`config.mk`:
```
export PLATFORM = sky130hd
export DESIGN_NAME = sequencer_control
export DESIGN_NICKNAME = d
export VERILOG_FILES = /design/src/rtl/sequencer_control.sv
export SDC_FILE = /design/constraint.sdc
export NUM_CORES = 1
export LEC_CHECK = 0
export CAP_MARGIN = 20
export CORE_ASPECT_RATIO = 0.6
export CORE_UTILIZATION = 50
export DETAILED_ROUTE_END_ITERATION = 8
export GPL_TIMING_DRIVEN = 0
export HOLD_SLACK_MARGIN = 0.06
export PLACE_DENSITY = 0.9
export SKIP_CTS_REPAIR_TIMING = 1
export SYNTH_ARGS = -nofsm -noshare
export SYNTH_HDL_FRONTEND = slang
export SYNTH_SLANG_ARGS = --single-unit
export TNS_END_PERCENT = 1
```
`constraint.sdc`:
```
create_clock -name clk -period 2.4 [get_ports clk]
set_input_delay 0.48 -clock clk [delete_from_list [all_inputs] [get_ports clk]]
set_output_delay 0.48 -clock clk [all_outputs]
set_load 0.02 [all_outputs]
```
`src/rtl/sequencer_control.sv`:
```
// MC14500B instruction sequencer: steps the PC over a req/ack handshake, fetches
// instruction words, runs control-flow opcodes locally and hands the rest to the logic unit.
module sequencer_control #(
  parameter int unsigned ADDR_WIDTH  = 8,
  parameter int unsigned STACK_DEPTH = 4
) (
  input  logic                  clk,
  input  logic                  reset,
  input  logic                  run,
  output logic                  pc_req,
  input  logic                  pc_ack,
  output logic                  pc_reset,
  output logic                  pc_write,
  output logic [ADDR_WIDTH-1:0] pc_load_addr,
  input  logic [ADDR_WIDTH-1:0] pc_addr,
  output logic                  mem_rd,
  output logic [ADDR_WIDTH-1:0] mem_addr,
  input  logic [ADDR_WIDTH+3:0] mem_rdata,
  input  logic                  rr,
  output logic                  exec_valid,
  output logic [3:0]            exec_op,
  output logic [ADDR_WIDTH-1:0] exec_operand,
  input  logic                  exec_ready,
  output logic                  flag0,
  output logic                  flagf,
  output logic                  stack_err
);

  localparam int unsigned SP_W  = $clog2(STACK_DEPTH + 1);
  localparam int unsigned IDX_W = (STACK_DEPTH > 1) ? $clog2(STACK_DEPTH) : 1;

  typedef enum logic [2:0] {
    BOOT, BOOT_REL, STEP_REQ, STEP_REL, FETCH, DECODE, EXEC
  } state_t;

  state_t state, n_state;

  logic                  skip, n_skip;
  logic [SP_W-1:0]       sp;
  logic [ADDR_WIDTH-1:0] stack_mem [STACK_DEPTH];
  logic [IDX_W-1:0]      push_idx, pop_idx;
  logic                  push, pop;

  logic                  n_req, n_reset, n_write, n_mem_rd, n_exec_valid;
  logic                  n_flag0, n_flagf, n_err;
  logic [ADDR_WIDTH-1:0] n_load, n_operand;
  logic [3:0]            n_op;

  logic                  step_go, step_load;
  logic [ADDR_WIDTH-1:0] step_target;

  logic [3:0]            opcode;
  logic [ADDR_WIDTH-1:0] operand;

  assign opcode   = mem_rdata[ADDR_WIDTH+3:ADDR_WIDTH];
  assign operand  = mem_rdata[ADDR_WIDTH-1:0];
  assign mem_addr = pc_addr;
  assign push_idx = IDX_W'(sp);
  assign pop_idx  = IDX_W'(sp - SP_W'(1));

  always_comb begin
    n_state      = state;
    n_req        = pc_req;
    n_reset      = pc_reset;
    n_write      = pc_write;
    n_load       = pc_load_addr;
    n_mem_rd     = 1'b0;
    n_exec_valid = exec_valid;
    n_op         = exec_op;
    n_operand    = exec_operand;
    n_flag0      = 1'b0;
    n_flagf      = 1'b0;
    n_err        = stack_err;
    n_skip       = skip;
    push         = 1'b0;
    pop          = 1'b0;
    step_go      = 1'b0;
    step_load    = 1'b0;
    step_target  = '0;

    unique case (state)
      BOOT: begin
        if (!pc_req) begin
          n_req   = 1'b1;
          n_reset = 1'b1;
        end else if (pc_ack) begin
          n_req   = 1'b0;
          n_state = BOOT_REL;
        end
      end
      BOOT_REL: begin
        if (!pc_ack) begin
          n_reset = 1'b0;
          step_go = 1'b1;
        end
      end
      STEP_REQ: begin
        if (pc_req) begin
          if (pc_ack) begin
            n_req   = 1'b0;
            n_state = STEP_REL;
          end
        end else if (run) begin
          n_req = 1'b1;
        end
      end
      STEP_REL: begin
        if (!pc_ack) begin
          n_write  = 1'b0;
          n_reset  = 1'b0;
          n_load   = '0;
          n_mem_rd = 1'b1;
          n_state  = FETCH;
        end
      end
      FETCH: n_state = DECODE;
      DECODE: begin
        if (skip) begin
          n_skip  = 1'b0;
          step_go = 1'b1;
        end else begin
          unique case (opcode)
            4'h0: begin
              n_flag0 = 1'b1;
              step_go = 1'b1;
            end
            4'hF: begin
              n_flagf = 1'b1;
              step_go = 1'b1;
            end
            4'hC: begin
              if (sp == SP_W'(STACK_DEPTH)) n_err = 1'b1;
              else                          push  = 1'b1;
              step_go     = 1'b1;
              step_load   = 1'b1;
              step_target = operand;
            end
            4'hD: begin
              step_go = 1'b1;
              if (sp == '0) begin
                n_err = 1'b1;
              end else begin
                // Return lands on the JMP itself; skip makes the refetch a no-op.
                pop         = 1'b1;
                n_skip      = 1'b1;
                step_load   = 1'b1;
                step_target = stack_mem[pop_idx];
              end
            end
            4'hE: begin
              if (!rr) n_skip = 1'b1;
              step_go = 1'b1;
            end
            default: begin
              n_exec_valid = 1'b1;
              n_op         = opcode;
              n_operand    = operand;
              n_state      = EXEC;
            end
          endcase
        end
      end
      EXEC: begin
        if (exec_ready) begin
          n_exec_valid = 1'b0;
          step_go      = 1'b1;
        end
      end
      default: n_state = BOOT;
    endcase

    // Request is raised on STEP_REQ entry so a combinational ack completes in one cycle.
    if (step_go) begin
      n_state = STEP_REQ;
      n_req   = run;
      n_write = step_load;
      n_load  = step_target;
    end
  end

  always_ff @(posedge clk) begin
    if (reset) begin
      state        <= BOOT;
      pc_req       <= 1'b0;
      pc_reset     <= 1'b0;
      pc_write     <= 1'b0;
      pc_load_addr <= '0;
      mem_rd       <= 1'b0;
      exec_valid   <= 1'b0;
      exec_op      <= '0;
      exec_operand <= '0;
      flag0        <= 1'b0;
      flagf        <= 1'b0;
      stack_err    <= 1'b0;
      skip         <= 1'b0;
      sp           <= '0;
    end else begin
      state        <= n_state;
      pc_req       <= n_req;
      pc_reset     <= n_reset;
      pc_write     <= n_write;
      pc_load_addr <= n_load;
      mem_rd       <= n_mem_rd;
      exec_valid   <= n_exec_valid;
      exec_op      <= n_op;
      exec_operand <= n_operand;
      flag0        <= n_flag0;
      flagf        <= n_flagf;
      stack_err    <= n_err;
      skip         <= n_skip;
      if (push)     sp <= sp + SP_W'(1);
      else if (pop) sp <= sp - SP_W'(1);
    end
  end

  always_ff @(posedge clk) begin
    if (!reset && push) stack_mem[push_idx] <= pc_addr;
  end

endmodule

```
==> run_results.csv <==
group,metric,value,unit
floorplan,row_count,21,
synthesis,synthArstFlopShare,0,%
drt,avgRoutedWirePerCell,16.73,microns
sta,setup_viol,0,
sta,hold_viol,0,
worst_setup_path,reg2reg_slack,0.11,ns
synthesis,synth-xor-area-share,0.5975,%
clocking,clk_path_buf_depth,2,
finish,diodes,0,
floorplan,core_area,5623,sq um
worst_setup_path,critPathRequiredTime,2.65,ns
synthesis,synthesis.area,2932,sq um
pwr,power_density,644.3,nW/um^2
synthesis,yosys.area.top_type,"edfxtp_1",
sta,timing.setup.tns,0,ns
worst_setup_path,setup.worst_path.start_class,"register",
worst_setup_path,r2r_end,"pc_load_addr[4]",
global_routing,grt_max_degree,14,
sta,clock.fmax,0.4372,GHz
pwr,peakVddDrop,0.3169,mV
worst_setup_path,critPathCapture,"pc_load_addr[4]",
synthesis,synth_ff_type,"dfxtp_1",
clocking,path_clk_slew,0.08,ns
drt,routed_wl,6760,microns
synthesis,muxShareOfSynthArea,11.31,%
worst_setup_path,slowest_delay,0.40,ns
floorplan,die_w,100.9,microns
clocking,numCtsBuffers,9,
clocking,cts_num_sinks,67,
placed_design,place_congestion,0.7899,
worst_setup_path,worstPathArrival,2.53,ns
synthesis,synthSimpleGateAreaFrac,11.95,%
sta,maxSlewViolCount,0,
floorplan,die-area,6183,sq um
worst_setup_path,timing.critical_path.buf_inv,3,
sta,max_slew_margin,43.87,%
clocking,htreeDepth,3,
pwr,cellLeakagePower,1.515,nW
worst_setup_path,path_class,"reg2reg",
placed_design,place_inst,388,
clocking,root_buffer,"clkbuf_8",
synthesis,synth-edff-count,32,
finish,areaGrowthSynthToFinish,32.61,%
sta,fin_crit,2.287,ns
worst_setup_path,end_kind,"register",
placed_design,io_buffers,59,
synthesis,post_synth.cell_area_avg,11.77,sq um
global_routing,antenna_found_initial,0,
worst_setup_path,reg2reg_from,"sp[0]",
sta,tightest_slew,0.8350,ns
finish,final_layout_size_suffix_gt1_share,19.75,%
finish,post-route-util,69.14,%
pwr,power,0.002505,W
worst_hold_path,hp-class,"in2reg",
drt,drtIter0Drc,127,
placed_design,hpwl,4663,microns
global_routing,grt_pass1_wl,10310,microns
drt,post_drt_via_cell_ratio,5.386,
synthesis,syn-instance-count,249,
synthesis,synth-compound-area-share,10.58,%
floorplan,start_util,52.14,%
finish,final_cells,404,
synthesis,synth_top_family_by_area,"simple AND/OR/NAND/NOR gates",
drt,drc,0,
synthesis,yosysWarningCount,0,
synthesis,yosysTopAreaCellShare,32.78,%
synthesis,synth_seq_cells,67,
floorplan,die_height,61.31,microns
sta,clock_skew,0.01053,ns
clocking,cts_tree,"yes",
worst_setup_path,slowest_stage,"dfxtp_2",
drt,vias,2176,
sta,holdWs,0.4786,ns
global_routing,grt_pass1_vias,2108,
worst_setup_path,cp_top_family,"buffers and inverters",
drt,ant_nets,0,
drt,dr.pass1.iters,4,
finish,fin_nets,351,
worst_setup_path,crit_cells,8,
global_routing,overflow,0,
synthesis,ys_types,44,
global_routing,track_usage,23.19,%
job,maxCapViolCount,0,
synthesis,yosysSeqAreaShare,56.68,%
sta,rsz0062_at_grt,"false",
clocking,worstSkewPairLatency,0.36,ns
sta,fin_crit_sh,95.29,%
worst_setup_path,critPathMaxFanout,10,
worst_setup_path,worstRegToRegCells,8,
synthesis,synthTopCellsByArea,"edfxtp_1 33%, dfxtp_1 24%, mux2_2 6.5%, mux2i_1 4.8%, a22o_1 2.7%",
floorplan,ios,62,
synthesis,yosys.area_share.adder,2.561,%
outcome,status,"finished, final reports clean",
synthesis,syn_nets,281,
worst_setup_path,crit_path_cell_trace,"inv_1 > ha_1 > buf_2 > clkbuf_4 > mux2_2 > a22oi_1 > o21ai_0 > a22o_1",
worst_setup_path,crit_start,"sp[0]",
stage by stage:
step	worst slack (ns)	instance area, sq um
after floorplan	0.2014	2932
after global placement	-0.3518	3622
after detailed placement	-0.4644	3622
after CTS	-0.3074	3864
after global routing	0.03559	3887
final	0.1130	3887
logic make-up after synthesis:
logic type | Yosys count
compound gates | 43
xor+xnor | 2
mux | 31
simple gates | 63
buf+inv | 37
fa+ha+maj | 6
flops | 67
layout make-up:
cell class,instances,area [sq um]
clock inverter,6,92.59
clock buffer,10,148.9
timing repair buffer,59,590.6
multi-input combinational,145,1105
sequential,67,1663
inverter,15,56.30
fill,424,1735
tap,80,100.1
buffer,22,131.4
layout by cell type (no fill, tap or decap), drive strengths merged, types with 2 or more instances in the layout:
| cell | n |
|---|---|
| ha | 6 |
| nand2 | 16 |
| clkdlybuf4s50 | 59 |
| nor2 | 20 |
| nor3 | 5 |
| edfxtp | 32 |
| nor4 | 6 |
| a22o | 9 |
| inv | 18 |
| dfxtp | 35 |
| mux2 | 17 |
| a22oi | 8 |
| clkbuf | 17 |
| nor3b | 2 |
| o21ai | 9 |
| mux2i | 14 |
| bufinv | 2 |
| a21oi | 7 |
| and3 | 4 |
| nand4b | 2 |
| buf | 15 |
tightest hold or removal path: cells and delay by family:
family        cells  cell delay (ns)
simple gates      2             0.13
buf+inv           1             0.18
worst min-delay path by stage:
stage | from | endpoint | depth (start not counted)
4_1_cts | mem_rdata[9] | flagf | 3
5_1_grt | mem_rdata[9] | flagf | 3
3_5_place_dp | pc_write | pc_write | 1
2_1_floorplan | skip | skip | 2
6_report | mem_rdata[9] | flagf | 3
3_3_place_gp | exec_valid | exec_valid | 2
flip-flops by register name, indices dropped and copies added, names as in the netlist, 3 cells and up:
name          cells
stack_mem        32
exec_operand      8
pc_load_addr      8
exec_op           4
sp                3
state             3
synth_stat cells, types with 2 or more instances:
library cell / instances
buf_4: 8
and3_1: 4
mux2i_1: 14
ha_1: 6
nor4_1: 4
edfxtp_1: 32
inv_1: 15
a22o_1: 9
clkbuf_1: 6
nand4b_1: 2
buf_2: 7
a22oi_1: 8
o21ai_0: 9
a21oi_1: 7
mux2_2: 17
nor2_1: 20
nor3_1: 5
dfxtp_1: 35
nor4_2: 2
nand2_1: 15
where the power goes:
| part | switching (W) | leakage, nW | internal (W) |
|---|---|---|---|
| registers | 0.00000721 | 0.571 | 0.00120 |
| logic | 0.0000944 | 0.821 | 0.0000897 |
| clock network | 0.000454 | 0.123 | 0.000657 |
| total | 0.000556 | 1.51 | 0.00195 |
per-layer routing:
metal / vias up / part of all wire, % / track usage [%]
li1: 1035 / - / -
met1: 1050 / 45 / 30.28
met2: 80 / 47 / 37.48
met3: 11 / 6.5 / 7.605
met4: 0 / 1.4 / 7.453
met5: - / 0 / 0
No activity file was read; power rests on OpenSTA's default activity.
